==> config.mk <==
export PLATFORM = sky130hd
export DESIGN_NAME = bit_packer
export DESIGN_NICKNAME = d
export VERILOG_FILES = /design/src/rtl/bit_packer.sv
export SDC_FILE = /design/constraint.sdc
export NUM_CORES = 1
export LEC_CHECK = 0
export CORE_UTILIZATION = 55
export CTS_CLUSTER_DIAMETER = 50
export DETAILED_ROUTE_END_ITERATION = 7
export GPL_TIMING_DRIVEN = 0
export PLACE_DENSITY_LB_ADDON = 0.05
export SYNTH_ARGS = -nofsm -noshare
export SYNTH_HDL_FRONTEND = slang
export SYNTH_SLANG_ARGS = --single-unit
==> constraint.sdc <==
create_clock -name clk -period 5.18 [get_ports clk]
set_clock_uncertainty 0.1 [all_clocks]
set_input_delay 0.518 -clock clk [delete_from_list [all_inputs] [get_ports clk]]
set_output_delay 0.518 -clock clk [all_outputs]
set_load 0.05 [all_outputs]
==> src/rtl/bit_packer.sv <==
// rtl/bit_packer.sv - variable-bitwidth value packer into fixed-width output words
//
// Packs a length-delimited frame of 1..MAXBITWIDTH-bit values LSB-first,
// back-to-back, into OUTPUT_BITWIDTH-bit words. The final partial word is
// zero-padded, flagged with trm_last and carries its valid-bit count.
//
// Ports:
//   clk                   in   clock, rising edge
//   rstn                  in   synchronous active-low reset
//   bitwidth_d            in   bits per value, latched at frame start
//   num_of_output_values  in   values per frame, latched at frame start
//   rcv_valid/rcv_data    in   input value stream
//   rcv_ready             out  input accepted when rcv_valid && rcv_ready
//   trm_valid             out  output word valid
//   trm_data              out  packed word
//   trm_last              out  last word of frame
//   trm_bits              out  valid bits in trm_data
//   trm_ready             in   downstream accepts word
//   busy                  out  high outside IDLE
//   err_cfg               out  sticky configuration error (cleared by reset only)

module bit_packer #(
   parameter int  MAXBITWIDTH     = 16,
   parameter int  OUTPUT_BITWIDTH = 16,
   parameter int  CNT_WIDTH       = 32,
   localparam int BUFFER_SIZE     = OUTPUT_BITWIDTH + MAXBITWIDTH,
   localparam int BW_W            = $clog2(MAXBITWIDTH) + 1,
   localparam int TB_W            = $clog2(OUTPUT_BITWIDTH) + 1
) (
   input  logic                       clk,
   input  logic                       rstn,
   input  logic [BW_W-1:0]            bitwidth_d,
   input  logic [CNT_WIDTH-1:0]       num_of_output_values,
   input  logic                       rcv_valid,
   input  logic [MAXBITWIDTH-1:0]     rcv_data,
   output logic                       rcv_ready,
   output logic                       trm_valid,
   output logic [OUTPUT_BITWIDTH-1:0] trm_data,
   output logic                       trm_last,
   output logic [TB_W-1:0]            trm_bits,
   input  logic                       trm_ready,
   output logic                       busy,
   output logic                       err_cfg
);

   localparam int FILL_W = $clog2(BUFFER_SIZE + 1);

   typedef enum logic [1:0] {
      S_IDLE  = 2'd0,
      S_RUN   = 2'd1,
      S_DRAIN = 2'd2,
      S_ERR   = 2'd3
   } state_t;

   state_t                 r_state;
   state_t                 w_next;

   logic [BUFFER_SIZE-1:0] r_buf;
   logic [FILL_W-1:0]      r_fill;
   logic [CNT_WIDTH-1:0]   r_count;
   logic [CNT_WIDTH-1:0]   r_n;
   logic [BW_W-1:0]        r_bw;

   logic                   w_rcv_ready;
   logic                   w_trm_valid;
   logic                   w_trm_last;
   logic [TB_W-1:0]        w_trm_bits;
   logic                   w_accept;
   logic                   w_emit;
   logic                   w_cfg_bad;
   logic [MAXBITWIDTH-1:0] w_mask;
   logic [BUFFER_SIZE-1:0] w_ins;
   logic [FILL_W-1:0]      w_word_fill;

   assign w_word_fill = FILL_W'(OUTPUT_BITWIDTH);

   assign w_cfg_bad = (bitwidth_d == '0) ||
                      (bitwidth_d > BW_W'(MAXBITWIDTH)) ||
                      (num_of_output_values == '0);

   // Mask of the low r_bw bits; r_bw==0 only occurs outside RUN where it is unused.
   assign w_mask = {MAXBITWIDTH{1'b1}} >> (BW_W'(MAXBITWIDTH) - r_bw);
   assign w_ins  = {{OUTPUT_BITWIDTH{1'b0}}, rcv_data & w_mask} << r_fill;

   assign w_accept = rcv_valid && w_rcv_ready;
   assign w_emit   = w_trm_valid && trm_ready;

   // State register
   always_ff @(posedge clk) begin
      if (!rstn) begin
         r_state <= S_IDLE;
      end else begin
         r_state <= w_next;
      end
   end

   // Next-state logic
   always_comb begin
      w_next = r_state;
      case (r_state)
         S_IDLE: begin
            if (rcv_valid) begin
               w_next = w_cfg_bad ? S_ERR : S_RUN;
            end
         end
         S_RUN: begin
            if (w_accept && ((r_count + CNT_WIDTH'(1)) == r_n)) begin
               w_next = S_DRAIN;
            end
         end
         S_DRAIN: begin
            if (w_emit && w_trm_last) begin
               w_next = S_IDLE;
            end
         end
         default: w_next = S_ERR;
      endcase
   end

   // Output logic, driven from registers only so ready never depends on valid
   always_comb begin
      w_rcv_ready = 1'b0;
      w_trm_valid = 1'b0;
      w_trm_last  = 1'b0;
      w_trm_bits  = '0;
      case (r_state)
         S_RUN: begin
            w_rcv_ready = (r_fill < w_word_fill);
            w_trm_valid = (r_fill >= w_word_fill);
            w_trm_bits  = TB_W'(OUTPUT_BITWIDTH);
         end
         S_DRAIN: begin
            w_trm_valid = (r_fill != '0);
            w_trm_last  = (r_fill <= w_word_fill);
            w_trm_bits  = w_trm_last ? TB_W'(r_fill) : TB_W'(OUTPUT_BITWIDTH);
         end
         default: begin
            w_rcv_ready = 1'b0;
         end
      endcase
   end

   // Datapath: buffer, fill level, value counter and latched configuration.
   // Bits above r_fill are always zero, so the drain word is implicitly padded.
   always_ff @(posedge clk) begin
      if (!rstn) begin
         r_buf   <= '0;
         r_fill  <= '0;
         r_count <= '0;
         r_n     <= '0;
         r_bw    <= '0;
      end else begin
         case (r_state)
            S_IDLE: begin
               if (rcv_valid) begin
                  r_bw    <= bitwidth_d;
                  r_n     <= num_of_output_values;
                  r_buf   <= '0;
                  r_fill  <= '0;
                  r_count <= '0;
               end
            end
            S_RUN: begin
               if (w_accept) begin
                  r_buf   <= r_buf | w_ins;
                  r_fill  <= r_fill + FILL_W'(r_bw);
                  r_count <= r_count + CNT_WIDTH'(1);
               end else if (w_emit) begin
                  r_buf  <= r_buf >> OUTPUT_BITWIDTH;
                  r_fill <= r_fill - w_word_fill;
               end
            end
            S_DRAIN: begin
               if (w_emit) begin
                  if (w_trm_last) begin
                     r_buf   <= '0;
                     r_fill  <= '0;
                     r_count <= '0;
                  end else begin
                     r_buf  <= r_buf >> OUTPUT_BITWIDTH;
                     r_fill <= r_fill - w_word_fill;
                  end
               end
            end
            default: begin
               r_buf <= r_buf;
            end
         endcase
      end
   end

   assign rcv_ready = w_rcv_ready;
   assign trm_valid = w_trm_valid;
   assign trm_last  = w_trm_last;
   assign trm_bits  = w_trm_bits;
   assign trm_data  = r_buf[OUTPUT_BITWIDTH-1:0];
   assign busy      = (r_state != S_IDLE);
   assign err_cfg   = (r_state == S_ERR);

endmodule

==> results of run 1 <==
registers in the layout, indices dropped and copies added (netlist names):
signal,cells
r_buf,32
r_bw,5
r_count,32
r_fill,6
r_n,32
r_state,2
critical path: stages (launching register included):
cell and delay (ns):
dfxtp_1 0.35, inv_1 0.09, ha_1 0.24, clkbuf_1 0.46, clkbuf_1 0.52, and2_1 0.27, clkdlybuf4s50_1 0.82
layout by cell type (no fill, tap or decap), types with 31 or more instances in the layout:
master           synthesis  layout
clkdlybuf4s50_1          0      82
nor2_1                  83      83
dfxtp_1                109     109
clkbuf_1                50      50
nor3_1                  34      34
o21ai_0                 48      48
xnor2_1                 33      33
nand2_1                205     205
a21oi_1                118     118
nand3_1                 31      31
how the worst min path moves through the flow:
stage,endpoint,slack [ns],depth (start not counted)
5_1_grt,r_buf[18],0.37,2
3_3_place_gp,r_buf[18],0.34,2
2_1_floorplan,r_buf[18],0.32,2
6_report,r_buf[18],0.35,2
3_5_place_dp,r_buf[18],0.34,2
4_1_cts,r_buf[18],0.35,2
area by class of cell:
class / instances / area, sq um / share of cell area
clock buffers: 12 / 267 / 0.0295
clock inverters: 4 / 36.3 / 0.00401
repair buffers: 82 / 821 / 0.0908
inverters: 26 / 97.6 / 0.0108
plain buffers: 80 / 372 / 0.0411
multi-input cells: 850 / 5040 / 0.558
flip-flops and latches: 109 / 2180 / 0.241
well taps: 176 / 220 / 0.0244
routing by layer:
metal,share of wire,track usage
met4,0.049,0.189
met2,0.48,0.574
met1,0.41,0.417
met5,0,0
met3,0.061,0.0571
kinds of logic after synthesis:
logic type | count (synthesis)
multiplexers | 22
XOR/XNOR | 48
buffers and inverters | 106
AND/OR/NAND/NOR | 477
adder cells (fa/ha/maj) | 17
flip-flops | 109
AO/OA/AOI/OAI | 286
metrics by stage:
stage / setup slack (ns) / power (W)
CTS: 1.50 / 0.00323
finish: 1.45 / 0.00326
floorplan: 2.17 / 0.00203
global placement: 1.59 / 0.00251
global route: 1.23 / 0.00345
detailed placement: 1.62 / 0.00253
power breakdown:
part | internal [W] | switching [W] | total, W | leakage, nW
Clock | 0.000373 | 0.000343 | 0.000716 | 0.148
Sequential | 0.000903 | 0.0000668 | 0.000970 | 0.884
Combinational | 0.000489 | 0.00109 | 0.00157 | 2.27
Total | 0.00177 | 0.00150 | 0.00326 | 3.30
==> results_dict.tcl, run 1 <==
set metrics [dict create \
    status "complete, no violations" \
    areaGrowthSynthToFinish_pct 17.5 \
    dp_hpwl_mm 18.6 \
    r2r_slack_ns 1.47 \
    synthAdderAreaFrac 0.0286 \
    synth_common_cells "205 x nand2_1, 118 x a21oi_1, 109 x dfxtp_1, 83 x nor2_1, 50 x clkbuf_1" \
    drt_wl_total_mm 24.4 \
    numClockSinks 109 \
    grt_pass1_vias 7656 \
    post-synth-top-count-cell "nand2_1" \
    initial_core_util 0.572 \
    dp.cells 1323 \
    clock_path_buffers 2 \
    drc 0 \
    hold_slack_ns 0.346 \
    synthSimpleGateAreaFrac 0.303 \
    placed_area_sq_um 8730 \
    die_h_um 120 \
    grt_pass1_wl_mm 39.0 \
    core-area_sq_um 13500 \
    cts_htree_levels 3 \
    synth_area_sq_um 7690 \
    setup_viol 0 \
    nets 1232 \
    clkTransAtPathRegs_ns 0.08 \
    cp_max_fo 10 \
    power_density_nw_per_um2 361 \
    ir_worst_vdd_mv 0.276 \
    gr-total-overflow 0 \
    max_slew_margin 0.225 \
    yosysWarnings 0 \
    timing.rr.start "r_fill[4]" \
    hold_path.class "reg -> reg" \
    synth_top_family_by_area "simple AND/OR/NAND/NOR gates" \
    io_pins 83 \
    synthTopCellsByArea "dfxtp_1 28%, nand2_1 10%, a21oi_1 7.7%" \
    ys_ff_latch 109 \
    vias 8345 \
    ant_nets 0 \
    synth_flop_cell "dfxtp_1" \
    maxCapViolCount 0 \
    fin_setup_tns_ns 0 \
    cp.arrival_ns 3.11 \
    detail_route.iter0.violations 859 \
    fin_crit_ns 3.73 \
    worst_hold_startpoint "r_buf[18]" \
    hold_buffers 0 \
    finish.utilization 0.672 \
    rows 42 \
    synth-edff-count 0 \
    dr.pass1.iters 5 \
    synth_compound_area_frac 0.237 \
    endpoint "rcv_ready" \
    worstSetupStartpoint "r_state[1]" \
    wl_per_cell_um 18.2 \
    cts_root_buf "clkbuf_16" \
    ys_types 81 \
    max_freq_ghz 0.268 \
    clock_latency_ns 0.37 \
    cts_post_setup_buffers_inserted 0 \
    diodes 0 \
    synthMuxAreaShare 0.0327 \
    ys_seq_area_frac 0.284 \
    drv_slew 0 \
    regToRegEndpoint "r_buf[0]" \
    postLayoutCellArea_sq_um 9040 \
    dieArea_sq_um 14500 \
    tightest_slew_ns 1.15 \
    synth_top_area_share 0.284 \
    synthXorXnorAreaFrac 0.0546 \
    die_width_um 120 \
    fillers 1259 \
    postCtsResizedCells 0 \
    period_share 0.720 \
    syn_avg_cell_area_sq_um 7.22 \
    port_buffers 82 \
    yosys.area.top_type "dfxtp_1" \
    synth_nets 1139 \
    cts_tree "done" \
    criticalPathCategory "reg -> out" \
    routed_via_density 6.23 \
    synthArstFlopShare 0 \
    cp-end-kind "output port" \
    leakagePower_nw 3.30 \
    startpoint_type "flip-flop" \
    rsz0062_at_grt "false" \
    numCtsBuffers 9 \
    antenna_found_initial 0 \
    groute.usage.overall 0.343 \
    place_congestion 0.957 \
    required_ns 4.56 \
    syn_inst 1065 \
    finalHoldViolCount 0 \
    drive_above_1_share 0.0585 \
    fin_cells 1339 \
    r2r_cells 11 \
    grt_max_degree 19 \
]
(Power assumes the default switching activity.)
==> run 2: changes to the inputs <==
==> constraint.sdc (replaced) <==
create_clock -name clk -period 3.58 [get_ports clk]
set_clock_uncertainty 0.1 [all_clocks]
set_input_delay 0.358 -clock clk [delete_from_list [all_inputs] [get_ports clk]]
set_output_delay 0.358 -clock clk [all_outputs]
set_load 0.05 [all_outputs]
==> results_dict.tcl, run 2 (synthesized netlist as in run 1, its figures left out) <==
set metrics [dict create \
    gr-total-overflow 0 \
    dp_hpwl_mm 18.6 \
    detail_route.iter0.violations 855 \
    io_pins 83 \
    cp_max_fo 8 \
    final_cell_mix "205 x nand2_1, 118 x a21oi_1, 109 x dfxtp_1" \
    grt_max_degree 19 \
    groute.usage.overall 0.343 \
    hold_slack_ns 0.346 \
    cp-end-kind "flip-flop" \
    cts_tree "done" \
    hold_depth 2 \
    die_h_um 120 \
    period_share 0.982 \
    initial_core_util 0.572 \
    cp.arrival_ns 3.73 \
    clkTransAtPathRegs_ns 0.08 \
    required_ns 3.79 \
    nets 1232 \
    criticalPathCategory "reg -> reg" \
    cts_htree_levels 3 \
    postLayoutCellArea_sq_um 9070 \
    drv_slew 0 \
    dieArea_sq_um 14500 \
    diodes 0 \
    place_congestion 0.957 \
    cts_post_setup_buffers_inserted 0 \
    max_slew_margin 0.473 \
    fillers 1253 \
    cts_root_buf "clkbuf_16" \
    placed_area_sq_um 8730 \
    max_freq_ghz 0.284 \
    drt_wl_total_mm 24.5 \
    drc 0 \
    r2r_cells 9 \
    clock_path_buffers 2 \
    setup_viol 0 \
    startpoint_type "flip-flop" \
    die_width_um 120 \
    core-area_sq_um 13500 \
    leakagePower_nw 3.33 \
    maxCapViolCount 0 \
    fin_crit_ns 3.52 \
    largestRegisters "r_buf: 32 flops, r_count: 32 flops, r_n: 32 flops" \
    tightest_slew_ns 0.782 \
    routed_via_density 6.26 \
    rsz0062_at_grt "false" \
    dr.pass1.iters 7 \
    worstSetupStartpoint "r_count[0]" \
    finalHoldViolCount 0 \
    antenna_found_initial 0 \
    multi_input_area_sq_um 5070 \
    worst_hold_startpoint "r_buf[18]" \
    regArea_sq_um 2180 \
    fin_cells 1339 \
    dp_slack_ns 0.0185 \
    hold_path.class "reg -> reg" \
    numClockSinks 109 \
    grt_pass1_wl_mm 39.0 \
    numCtsBuffers 9 \
    timing.rr.start "r_count[0]" \
    rows 42 \
    status "complete, no violations" \
    clock_latency_ns 0.37 \
    setup_slack_ns 0.0632 \
    power_density_nw_per_um2 524 \
    vias 8388 \
    grt_pass1_vias 7664 \
    areaGrowthSynthToFinish_pct 18.0 \
    ant_nets 0 \
    final_common_cell "nand2_1" \
    wl_per_cell_um 18.3 \
    dp.cells 1323 \
    port_buffers 82 \
    ir_worst_vdd_mv 0.404 \
    drive_above_1_share 0.0662 \
]
[run 2: final timing paths]
path / end / slack (ns)
setup / recovery: r_state[1] / 0.06
hold / removal: r_buf[18] / 0.35
setup reg to reg: r_state[1] / 0.06
hold reg to reg: r_buf[18] / 0.35
[run 2: layout make-up]
| class | count | area share |
|---|---|---|
| Tap cell | 176 | 0.0243 |
| Buffer | 80 | 0.0418 |
| Multi-Input combinational cell | 850 | 0.559 |
| Sequential cell | 109 | 0.240 |
| Timing Repair Buffer | 82 | 0.0904 |
| Clock buffer | 12 | 0.0294 |
| Clock inverter | 4 | 0.00400 |
| Inverter | 26 | 0.0108 |
[run 2: what timing repair did]
| action | in CTS | in global routing |
|---|---|---|
| hold buffers | 0 | 0 |
| resized for setup | 1 | 17 |
| endpoints found under the setup margin | 1 | 57 |
[run 2: routing by layer]
metal / track usage / vias to the layer above / part of all wire
li1: - / 4003 / -
met1: 0.417 / 3875 / 0.41
met2: 0.571 / 402 / 0.47
met3: 0.0538 / 108 / 0.066
met4: 0.202 / 0 / 0.058
met5: 0 / - / 0
[run 2: critical path: stages, from the launching register on]
cell     delay [ns]
dfxtp_1        0.50
ha_1           0.33
nand3_4        0.15
nor3_1         0.65
nand4_1        0.30
xnor2_1        0.21
or4_1          0.51
nor4_2         0.33
a21o_2         0.20
o221a_1        0.17
[run 2: through the flow]
step / utilization / TNS (ns) / total power (W)
after floorplan: - / 0 / 0.00294
after global placement: 0.649 / -0.0134 / 0.00363
after detailed placement: 0.649 / 0 / 0.00366
after CTS: 0.672 / 0 / 0.00468
after global routing: 0.675 / 0 / 0.00502
final: 0.675 / 0 / 0.00476
[run 2: power breakdown]
part	leakage (nW)	switching (W)	total [W]	internal (W)
clock network	0.148	0.000499	0.00104	0.000540
logic	2.30	0.00159	0.00231	0.000728
registers	0.884	0.0000959	0.00140	0.00131
==> run 3: changes to the inputs <==
--- a/config.mk
+++ b/config.mk
@@ -5,10 +5,10 @@
 export SDC_FILE = /design/constraint.sdc
 export NUM_CORES = 1
 export LEC_CHECK = 0
-export CORE_UTILIZATION = 55
+export CAP_MARGIN = 0
+export CORE_UTILIZATION = 52
 export CTS_CLUSTER_DIAMETER = 50
 export DETAILED_ROUTE_END_ITERATION = 7
-export GPL_TIMING_DRIVEN = 0
 export PLACE_DENSITY_LB_ADDON = 0.05
 export SYNTH_ARGS = -nofsm -noshare
 export SYNTH_HDL_FRONTEND = slang
==> constraint.sdc (replaced) <==
create_clock -name clk -period 3.05 [get_ports clk]
set_clock_uncertainty 0.1 [all_clocks]
set_input_delay 0.305 -clock clk [delete_from_list [all_inputs] [get_ports clk]]
set_output_delay 0.305 -clock clk [all_outputs]
set_load 0.05 [all_outputs]
==> results_dict.tcl, run 3 (synthesized netlist as in run 1, its figures left out) <==
set metrics [dict create \
    status "complete, no violations" \
    criticalPathCategory "reg -> reg" \
    io_pins 83 \
    core-area_sq_um 14500 \
    areaGrowthSynthToFinish_pct 18.3 \
    p_sw_w 0.00246 \
    clkTransAtPathRegs_ns 0.07 \
    startpoint_type "flip-flop" \
    tightest_slew_ns 0.909 \
    max_slew_margin 0.388 \
    clock_latency_ns 0.35 \
    fin_setup_tns_ns 0 \
    p_int_w 0.00310 \
    hold_buffers 0 \
    dr.pass1.iters 7 \
    drt_wl_total_mm 23.3 \
    numCtsBuffers 9 \
    drive_above_1_share 0.0907 \
    nets 1204 \
    die_h_um 124 \
    antenna_found_initial 0 \
    setup_viol 0 \
    period_share 0.962 \
    die_width_um 124 \
    grt_pass1_vias 7382 \
    cts_tree "done" \
    final_common_cell "nand2_1" \
    numClockSinks 109 \
    swShare 0.443 \
    place_congestion 0.918 \
    initial_core_util 0.531 \
    fin_crit_ns 2.93 \
    detail_route.iter0.violations 666 \
    dp_hpwl_mm 17.3 \
    leakagePower_nw 3.38 \
    cts_htree_levels 3 \
    power_density_nw_per_um2 612 \
    clock_path_buffers 2 \
    ir_worst_vdd_mv 0.429 \
    vias 8072 \
    maxCapViolCount 0 \
    cp_max_fo 8 \
    required_ns 3.25 \
    cts_root_buf "clkbuf_16" \
    rows 44 \
    largestRegisters "r_buf: 32 flops, r_count: 32 flops, r_n: 32 flops" \
    cp-end-kind "flip-flop" \
    routed_via_density 6.12 \
    drc 0 \
    hold_path.class "reg -> reg" \
    groute.usage.overall 0.310 \
    ant_nets 0 \
    placed_area_sq_um 8820 \
    rsz0062_at_grt "false" \
    cts_post_setup_buffers_inserted 0 \
    power_frac_clock 0.202 \
    postLayoutCellArea_sq_um 9100 \
    drv_slew 0 \
    grt_pass1_wl_mm 36.7 \
    p_comb_frac 0.502 \
    finalHoldViolCount 0 \
    diodes 0 \
    power_frac_seq 0.297 \
    dieArea_sq_um 15300 \
    final_cell_mix "205 x nand2_1, 118 x a21oi_1, 109 x dfxtp_1" \
    port_buffers 82 \
    gr-total-overflow 0 \
    grt_max_degree 77 \
    cp.arrival_ns 3.13 \
    wl_per_cell_um 17.6 \
    finish.utilization 0.629 \
    max_freq_ghz 0.341 \
    postCtsResizedCells 0 \
]
## run 3: cell types whose count changed in the layout (fill, tap and decap cells not counted), sizes merged
| cell | before | now |
|---|---|---|
| buf | 29 | 59 |
| clkbuf | 63 | 10 |
| clkdlybuf4s50 | 82 | 75 |
| clkinv | 2 | 4 |
| clkinvlp | 1 | 2 |
| inv | 27 | 26 |
## run 3: critical path, cell delays in order, from the launching register on
cell and delay, ns:
dfxtp_1 0.50, nand4_1 0.34, nor4_1 0.46, xnor2_1 0.17
o2111ai_1 0.18, or4b_1 0.56, a211oi_2 0.21, a21o_2 0.19
o221a_1 0.17
## run 3: layout make-up
class                           count  area, sq um
Clock inverter                      6         48.8
Tap cell                          184          230
Fill cell                        1420         5380
Timing Repair Buffer              134         1270
Sequential cell                   109         2180
Inverter                           26         97.6
Multi-Input combinational cell    850         5040
Clock buffer                       10          229
## run 3: stage by stage
stage | instances | total power, W | worst slack, ns | hold WS, ns
2_1_floorplan | 1065 | 0.00345 | 0.212 | 0.315
3_3_place_gp | 1303 | 0.00442 | 0.239 | 0.334
3_5_place_dp | 1303 | 0.00444 | 0.175 | 0.337
4_1_cts | 1319 | 0.00556 | 0.169 | 0.348
5_1_grt | 1319 | 0.00592 | 0.00825 | 0.369
6_report | 1319 | 0.00557 | 0.117 | 0.342
## run 3: worst paths after layout
check / startpoint / end / slack, ns / depth (start not counted)
max: r_count[3] / r_state[1] / 0.12 / 8
min: r_buf[18] / r_buf[18] / 0.34 / 2
max reg2reg: r_count[3] / r_state[1] / 0.12 / 8
min reg2reg: r_buf[18] / r_buf[18] / 0.34 / 2
## run 3: power groups by stage
stage          logic, W  registers, W  clock network (W)
2_1_floorplan   0.00180       0.00164                  0
3_3_place_gp    0.00274       0.00168                  0
3_5_place_dp    0.00276       0.00168                  0
4_1_cts         0.00277       0.00165            0.00114
5_1_grt         0.00306       0.00166            0.00119
6_report        0.00279       0.00165            0.00112
## run 3: metal layers
metal	global-route usage	vias to the layer above	part of all wire	wire [um]
li1	-	3939	-	-
met1	0.368	3818	0.42	9800
met2	0.539	253	0.49	11500
met3	0.0440	62	0.043	1010
met4	0.164	0	0.043	996
met5	0	-	0	0
